## src/rtl/bram_log_ctrl_if.sv

```systemverilog
// rtl/bram_log_ctrl_if.sv - capture source, readout handshake and BRAM bus bundle
interface bram_log_ctrl_if #(
  parameter int BRAM_ADDR_WIDTH = 15,
  parameter int BRAM_DATA_WIDTH = 16
);
  logic                       log_start;
  logic                       log_stop;
  logic                       log_valid;
  logic [BRAM_DATA_WIDTH-1:0] log_data;
  logic                       log_busy;
  logic                       log_full;
  logic [BRAM_ADDR_WIDTH:0]   log_count;

  logic                       rd_req;
  logic [BRAM_ADDR_WIDTH-1:0] rd_addr;
  logic                       rd_ack;
  logic                       rd_valid;
  logic [BRAM_DATA_WIDTH-1:0] rd_data;

  logic [BRAM_ADDR_WIDTH-1:0] bram_addr;
  logic                       bram_chipselect_n;
  logic                       bram_write_n;
  logic                       bram_read_n;
  logic [BRAM_DATA_WIDTH-1:0] bram_data_in;
  logic [BRAM_DATA_WIDTH-1:0] bram_data_out;

  // Controller side
  modport slave (
    input  log_start, log_stop, log_valid, log_data, rd_req, rd_addr, bram_data_out,
    output log_busy, log_full, log_count, rd_ack, rd_valid, rd_data,
           bram_addr, bram_chipselect_n, bram_write_n, bram_read_n, bram_data_in
  );

  // Environment side: sample source, host requester and the BRAM itself
  modport master (
    output log_start, log_stop, log_valid, log_data, rd_req, rd_addr, bram_data_out,
    input  log_busy, log_full, log_count, rd_ack, rd_valid, rd_data,
           bram_addr, bram_chipselect_n, bram_write_n, bram_read_n, bram_data_in
  );
endinterface

```

## src/rtl/bram_log_ctrl.sv

```systemverilog
// rtl/bram_log_ctrl.sv - capture sequencer and write-priority arbiter for a single-port sample BRAM
module bram_log_ctrl #(
  parameter int BRAM_ADDR_WIDTH = 15,
  parameter int BRAM_DATA_WIDTH = 16
) (
  input  logic            clk,
  input  logic            rst_n,
  bram_log_ctrl_if.slave  bus
);
  localparam int AW = BRAM_ADDR_WIDTH;
  localparam int DW = BRAM_DATA_WIDTH;
  localparam logic [AW:0] COUNT_ONE = {{AW{1'b0}}, 1'b1};

  typedef enum logic [1:0] {S_IDLE, S_LOG, S_FULL} state_e;

  state_e          state_q, state_d;
  logic [AW:0]     count_q, count_d;
  logic            log_busy_q, log_busy_d;
  logic            log_full_q, log_full_d;
  logic            rd_ack_q, rd_ack_d;
  logic            rd_pend_q, rd_pend_d;
  logic            rd_valid_q, rd_valid_d;
  logic [DW-1:0]   rd_data_q, rd_data_d;
  logic [AW-1:0]   bram_addr_q, bram_addr_d;
  logic            cs_n_q, cs_n_d;
  logic            wr_n_q, wr_n_d;
  logic            rd_n_q, rd_n_d;
  logic [DW-1:0]   din_q, din_d;
  logic            wr_en;
  logic            rd_en;
  logic            last_addr;

  // Arbitration: a capture write owns the port; a read only fills an idle cycle.
  // A sample coinciding with a restart is dropped, so it does not block a read.
  always_comb begin
    wr_en     = (state_q == S_LOG) && bus.log_valid && !bus.log_start;
    rd_en     = !wr_en && bus.rd_req;
    last_addr = (count_q[AW-1:0] == {AW{1'b1}});
  end

  // State and output registers with synchronous active-low reset
  always_ff @(posedge clk) begin
    if (!rst_n) begin
      state_q     <= S_IDLE;
      count_q     <= '0;
      log_busy_q  <= 1'b0;
      log_full_q  <= 1'b0;
      rd_ack_q    <= 1'b0;
      rd_pend_q   <= 1'b0;
      rd_valid_q  <= 1'b0;
      rd_data_q   <= '0;
      bram_addr_q <= '0;
      cs_n_q      <= 1'b1;
      wr_n_q      <= 1'b1;
      rd_n_q      <= 1'b1;
      din_q       <= '0;
    end else begin
      state_q     <= state_d;
      count_q     <= count_d;
      log_busy_q  <= log_busy_d;
      log_full_q  <= log_full_d;
      rd_ack_q    <= rd_ack_d;
      rd_pend_q   <= rd_pend_d;
      rd_valid_q  <= rd_valid_d;
      rd_data_q   <= rd_data_d;
      bram_addr_q <= bram_addr_d;
      cs_n_q      <= cs_n_d;
      wr_n_q      <= wr_n_d;
      rd_n_q      <= rd_n_d;
      din_q       <= din_d;
    end
  end

  // Next state: start always (re)enters LOG; filling the last word wins over stop
  always_comb begin
    state_d = state_q;
    case (state_q)
      S_IDLE, S_FULL: begin
        if (bus.log_start) state_d = S_LOG;
      end
      S_LOG: begin
        if (bus.log_start)            state_d = S_LOG;
        else if (wr_en && last_addr)  state_d = S_FULL;
        else if (bus.log_stop)        state_d = S_IDLE;
      end
      default: state_d = S_IDLE;
    endcase
  end

  // Registered outputs: sample counter, BRAM strobes and the 2-stage read return
  always_comb begin
    count_d = count_q;
    if (bus.log_start) count_d = '0;
    else if (wr_en)    count_d = count_q + COUNT_ONE;

    log_busy_d = (state_d == S_LOG);
    log_full_d = (state_d == S_FULL);

    rd_ack_d   = rd_en;
    rd_pend_d  = rd_ack_q;
    rd_valid_d = rd_pend_q;
    rd_data_d  = rd_pend_q ? bus.bram_data_out : rd_data_q;

    cs_n_d = !(wr_en || rd_en);
    wr_n_d = !wr_en;
    rd_n_d = !rd_en;

    bram_addr_d = bram_addr_q;
    if (wr_en)      bram_addr_d = count_q[AW-1:0];
    else if (rd_en) bram_addr_d = bus.rd_addr;

    din_d = wr_en ? bus.log_data : din_q;
  end

  assign bus.log_busy          = log_busy_q;
  assign bus.log_full          = log_full_q;
  assign bus.log_count         = count_q;
  assign bus.rd_ack            = rd_ack_q;
  assign bus.rd_valid          = rd_valid_q;
  assign bus.rd_data           = rd_data_q;
  assign bus.bram_addr         = bram_addr_q;
  assign bus.bram_chipselect_n = cs_n_q;
  assign bus.bram_write_n      = wr_n_q;
  assign bus.bram_read_n       = rd_n_q;
  assign bus.bram_data_in      = din_q;
endmodule

```

## src/flat_wrapper.sv

```systemverilog
// flat-port wrapper written by rule: the top's interface ports become plain ports
module bram_log_ctrl_flat 
#(
  parameter int BRAM_ADDR_WIDTH = 15,
  parameter int BRAM_DATA_WIDTH = 16
)
  (clk, rst_n, bus_log_start, bus_log_stop, bus_log_valid, bus_log_data, bus_rd_req, bus_rd_addr, bus_bram_data_out, bus_log_busy, bus_log_full, bus_log_count, bus_rd_ack, bus_rd_valid, bus_rd_data, bus_bram_addr, bus_bram_chipselect_n, bus_bram_write_n, bus_bram_read_n, bus_bram_data_in);
  bram_log_ctrl_if #(.BRAM_ADDR_WIDTH(BRAM_ADDR_WIDTH), .BRAM_DATA_WIDTH(BRAM_DATA_WIDTH)) bus_i ();
  input  logic clk;
  input  logic rst_n;
  input wire logic [$bits(bus_i.log_start)-1:0] bus_log_start;
  input wire logic [$bits(bus_i.log_stop)-1:0] bus_log_stop;
  input wire logic [$bits(bus_i.log_valid)-1:0] bus_log_valid;
  input wire logic [$bits(bus_i.log_data)-1:0] bus_log_data;
  input wire logic [$bits(bus_i.rd_req)-1:0] bus_rd_req;
  input wire logic [$bits(bus_i.rd_addr)-1:0] bus_rd_addr;
  input wire logic [$bits(bus_i.bram_data_out)-1:0] bus_bram_data_out;
  output wire logic [$bits(bus_i.log_busy)-1:0] bus_log_busy;
  output wire logic [$bits(bus_i.log_full)-1:0] bus_log_full;
  output wire logic [$bits(bus_i.log_count)-1:0] bus_log_count;
  output wire logic [$bits(bus_i.rd_ack)-1:0] bus_rd_ack;
  output wire logic [$bits(bus_i.rd_valid)-1:0] bus_rd_valid;
  output wire logic [$bits(bus_i.rd_data)-1:0] bus_rd_data;
  output wire logic [$bits(bus_i.bram_addr)-1:0] bus_bram_addr;
  output wire logic [$bits(bus_i.bram_chipselect_n)-1:0] bus_bram_chipselect_n;
  output wire logic [$bits(bus_i.bram_write_n)-1:0] bus_bram_write_n;
  output wire logic [$bits(bus_i.bram_read_n)-1:0] bus_bram_read_n;
  output wire logic [$bits(bus_i.bram_data_in)-1:0] bus_bram_data_in;
  assign bus_i.log_start = bus_log_start;
  assign bus_i.log_stop = bus_log_stop;
  assign bus_i.log_valid = bus_log_valid;
  assign bus_i.log_data = bus_log_data;
  assign bus_i.rd_req = bus_rd_req;
  assign bus_i.rd_addr = bus_rd_addr;
  assign bus_i.bram_data_out = bus_bram_data_out;
  assign bus_log_busy = bus_i.log_busy;
  assign bus_log_full = bus_i.log_full;
  assign bus_log_count = bus_i.log_count;
  assign bus_rd_ack = bus_i.rd_ack;
  assign bus_rd_valid = bus_i.rd_valid;
  assign bus_rd_data = bus_i.rd_data;
  assign bus_bram_addr = bus_i.bram_addr;
  assign bus_bram_chipselect_n = bus_i.bram_chipselect_n;
  assign bus_bram_write_n = bus_i.bram_write_n;
  assign bus_bram_read_n = bus_i.bram_read_n;
  assign bus_bram_data_in = bus_i.bram_data_in;
  bram_log_ctrl #(.BRAM_ADDR_WIDTH(BRAM_ADDR_WIDTH), .BRAM_DATA_WIDTH(BRAM_DATA_WIDTH)) u_core (.clk(clk), .rst_n(rst_n), .bus(bus_i));
endmodule
```

## config.mk

```make
export PLATFORM = sky130hd
export DESIGN_NAME = bram_log_ctrl_flat
export DESIGN_NICKNAME = d
export VERILOG_FILES = /design/src/rtl/bram_log_ctrl_if.sv /design/src/rtl/bram_log_ctrl.sv /design/src/flat_wrapper.sv
export SDC_FILE = /design/constraint.sdc
export NUM_CORES = 1
export LEC_CHECK = 0
export CORE_MARGIN = 2
export CORE_UTILIZATION = 42
export DETAILED_ROUTE_END_ITERATION = 10
export GPL_ROUTABILITY_DRIVEN = 0
export HOLD_SLACK_MARGIN = 0.08
export MAX_ROUTING_LAYER = met4
export PLACE_DENSITY = 0.76
export SYNTH_ARGS = -nofsm -noshare
export SYNTH_HDL_FRONTEND = slang
export SYNTH_SLANG_ARGS = --single-unit
```

## constraint.sdc

```tcl
create_clock -name clk -period 2.4 [get_ports clk]
set_clock_uncertainty 0.05 [all_clocks]
set_input_delay 0.24 -clock clk [delete_from_list [all_inputs] [get_ports clk]]
set_output_delay 0.24 -clock clk [all_outputs]
set_load 0.01 [all_outputs]
```

Word level (Yosys, flattened, before mapping)

Index checks and enable logic that the tools add are counted.

Word-level logic and storage cells: 40
Output and inout port bits: 70
Flip-flop bits (word level): 73
Input port bits: 53

Add/sub/neg operators: 1
Bitwise gates (word level): 1
Muxes and demuxes: 7
Reduce and logical (&&, ||, !) cells: 13
Equality and inequality tests: 5

Operators by type and width:

| cell                    | number |
|---|---|
| $mux W15                | 2 |
| $add A16 B1 Y16 const B | 1 |
| $eq A15 B15 Y1 const B  | 1 |
| $mux W2                 | 4 |
| $eq A2 B1 Y1 const B    | 2 |
| $eq A2 B2 Y1 const B    | 2 |
| $logic_and A1 B1 Y1     | 4 |
| $logic_not A1 Y1        | 4 |
| $pmux W2 S2             | 1 |
| $reduce_or A2 Y1        | 2 |
| $logic_not A2 Y1        | 1 |
| $reduce_bool A2 Y1      | 1 |
| $logic_or A1 B1 Y1      | 1 |
| $not A1 Y1              | 1 |

Depth between registers and ports, before layout

Depth in word-level cells: 8
Mapped depth: 6
Depth with buffers taken out: 5

Worst setup path before layout

No wires, ideal clock.

Path kind: flip-flop to flip-flop
From: register u_core.count_q[0], in the netlist u_core.bus.log_count[0]
To: register u_core.count_q[12], in the netlist u_core.bus.log_count[12]
Path buffers: 1
Slack: 456 ps
Required time: 2,280 ps
Library setup time: 70 ps
Cell stages (with the launch flop): 7
Period minus slack after synthesis: 1,944 ps
Data arrival time: 1,824 ps
Path through: dfxtp_1 > ha_1 > nand4b_1 > or4_1 > buf_2 > or3_1 > a21oi_1

Longest elaborated chain between the ends: 1

RTL lines:

| what                   | RTL line            | RTL |
|---|---|---|
| start, declared        | bram_log_ctrl.sv:17 | `logic [AW:0] count_q, count_d;` |
| start signal, assigned | bram_log_ctrl.sv:59 | `count_q <= count_d;` |
| $add A16 B1 Y16        | bram_log_ctrl.sv:94 | `else if (wr_en) count_d = count_q + COUNT_ONE;` |

No other way between the ends.
A chain may end at the register's enable or synchronous reset.

Worst setup path in the final report

From: register u_core.count_q[6], in the netlist u_core.bus.log_count[6]
To: register u_core.count_q[14], in the netlist u_core.bus.log_count[14]

Same word-level chain as after synthesis.

==> out/qor.txt <==
status = complete, no violations
clk_lat worst skew = 0.34 ns
CP Data Arrival Time = 2.21 ns
P per Cell Area = 551 nW/µm²
Crit. End Element = flop
overall die width = 87.1 µm
WL per Instance = 14.3 µm
setup slack after layout = 0.389 ns
CTS root buf = clkbuf_8
Port Buffers = 122
YS warnings = 0
maximum clock path buffer count = 2
Synth top area share = 50.3%
critical path required time = 2.60 ns
cts hold-fix bufs = 0
Clock transition at path regs = 0.07 ns
Hold Path Origin = bus_log_data[11]
GRT overflow = 0
vias in the first global route = 2444
Worst Reg2Reg Path Length in Cells = 4
Mapped Area = 2900 µm²
slew of the pin with the lowest slew margin = 0.877 ns
Pins Over Slew Limit = 0
post-synth top area cell = dfxtp_1
unrepaired setup endpoints after global routing = no
core area = 6760 µm²
DR iter-0 viols = 104
die extent in y = 87.1 µm
worst r2r dst = u_core.bus.log_count[14]$_SDFFE_PP0P_
# diodes = 0
crit-path max FO = 7
sequential area share after synthesis = 50.3%
Leak = 1.72 nW
Setup Buffers After CTS = 0
Yosys reg bits = 73
Synth async-reset ratio = 0%
fillcell total = 556
R2R setup slack = 0.39 ns
H-tree depth = 3
Commonest cells post-synth = dfxtp_1, nand2_1, mux2i_1
Tot GR Track Use = 20.3%
Synth area leaders = dfxtp_1, mux2i_1, nand2_1, o211a_1, nor2b_1
share of layout cells above drive strength 1 = 5.80%
Place WS = 0.169 ns
maximum vdd drop = 0.000379 V
hold path endpoint = u_core.bus.bram_data_in[11]$_SDFFE_PN0P_
count of different cell masters after synthesis = 35
Area Growth Syn to Fin = 51.9%
Ports = 123
drt first pass iters = 4
Post-synth EDFFs = 0
Hold Path Class = in2reg
Via Count = 2548
Startpoint Class = flop
Fin. Hold Viols = 0
Reg2Reg Launch Point = u_core.bus.log_count[6]$_SDFFE_PP0P_
final-report setup violation count = 0
mean post-synth cell area = 9.49 µm²
min cycle time layout = 2.01 ns
cts bufs inserted = 9
initial antenna violation count = 0
DRC Markers = 0
# nets final = 482
max frequency = 497 MHz
Post-Syn Nets = 360
# clock sinks = 73
hold path depth = 3
row cnt = 30
Setup TNS Final = 0 ns
Max-Cap Viols = 0
Die ar. = 7590 µm²
critical path class = reg2reg
fin crit share = 83.8%
Routed Antenna Nets = 0
Cells after Synth = 306
Routed WL = 7310 µm
first-pass GRT wire length = 11600 µm
vias per inst = 4.99
Detail Placement HPWL = 5350 µm
Initial Utilization = 43.0%
CTS tree = done
Worst slew margin = 41.4%
largest net degree at the start of global routing = 55
top-count cell post-synth = dfxtp_1
post-CTS sizing = 0
Top FF cell, synth = dfxtp_1
## per-layer routing
metal  wire length, µm  global-route usage, %  up-vias
met5                 0                      -        -
met4                80                   8.67        0
li1                  -                      -     1283
met2              3430                   32.7       90
met1              3310                   24.8     1169
met3               487                   3.98        6
## how the worst max path moves through the flow
stage | slack, ns | start | end | cells after the start
2_1_floorplan | 0.46 | u_core.bus.log_count[0]$_SDFFE_PP0P_ | u_core.bus.log_count[12]$_SDFFE_PP0P_ | 6
3_3_place_gp | 0.23 | bus_log_start | u_core.bus.log_count[12]$_SDFFE_PP0P_ | 5
3_5_place_dp | 0.17 | bus_log_start | u_core.bus.log_count[14]$_SDFFE_PP0P_ | 5
4_1_cts | 0.40 | u_core.bus.log_count[4]$_SDFFE_PP0P_ | u_core.bus.log_count[14]$_SDFFE_PP0P_ | 4
5_1_grt | 0.28 | u_core.bus.log_count[6]$_SDFFE_PP0P_ | u_core.bus.log_count[14]$_SDFFE_PP0P_ | 4
6_report | 0.39 | u_core.bus.log_count[6]$_SDFFE_PP0P_ | u_core.bus.log_count[14]$_SDFFE_PP0P_ | 4
## through the flow
stage	hold WS, ns	std cells	area [µm²]	util (%)	power, mW
finish	0.392	511	4410	65.3	2.43
global route	0.386	511	4410	65.3	2.54
detailed placement	0.398	497	4250	62.9	1.63
floorplan	0.325	306	2900	-	1.43
CTS	0.379	511	4410	65.3	2.46
global placement	0.391	497	4250	62.9	1.63
## report_power, final
group | total [mW] | internal [mW] | switching [mW] | leakage, nW
Clock | 0.826 | 0.423 | 0.404 | 0.0826
Sequential | 1.28 | 1.25 | 0.0253 | 0.595
Combinational | 0.323 | 0.206 | 0.117 | 1.05
Total | 2.43 | 1.88 | 0.546 | 1.72
## cells in the final DEF, fill, tap and decap left out, drive strengths merged, types with 7 or more instances in the layout
cell type      synthesis  layout
a21boi                16      16
buf                    2      10
clkbuf                19      14
clkdlybuf4s50          0     122
dfxtp                 73      73
mux2i                 31      31
nand2                 55      55
nor2                  14      14
nor2b                 18      18
o211a                 12      12
o21ai                  9       9
xnor2                  7       7
## sequential cells by signal, indices dropped and copies added (netlist names), 2 cells and up
name                     cells
u_core.bus.bram_data_in     16
u_core.bus.log_count        16
u_core.bus.rd_data          16
u_core.bus.bram_addr        15
u_core.state_q               2
## worst max-delay path, stage by stage, from the launching register on
cell and delay (ns):
dfxtp_1 0.48, nand4_1 0.22, or4_1 0.64, or3_1 0.39, a21oi_1 0.15
## cell type report
| type | count | area (µm²) | area share [%] |
|---|---|---|---|
| Tap cell | 80 | 100 | 2.27 |
| Clock buffer | 14 | 163 | 3.69 |
| Multi-Input combinational cell | 207 | 1360 | 30.8 |
| Inverter | 5 | 18.8 | 0.426 |
| Sequential cell | 73 | 1460 | 33.1 |
| Timing Repair Buffer | 132 | 1310 | 29.7 |
## cells by family after synthesis
group	share of synthesized area, %
fa+ha+maj	0.431
flops	50.3
mux	11.1
xor+xnor	2.72
buf+inv	3.41
simple gates	20.9
compound gates	11.1
No activity file was read; power rests on OpenSTA's default activity.
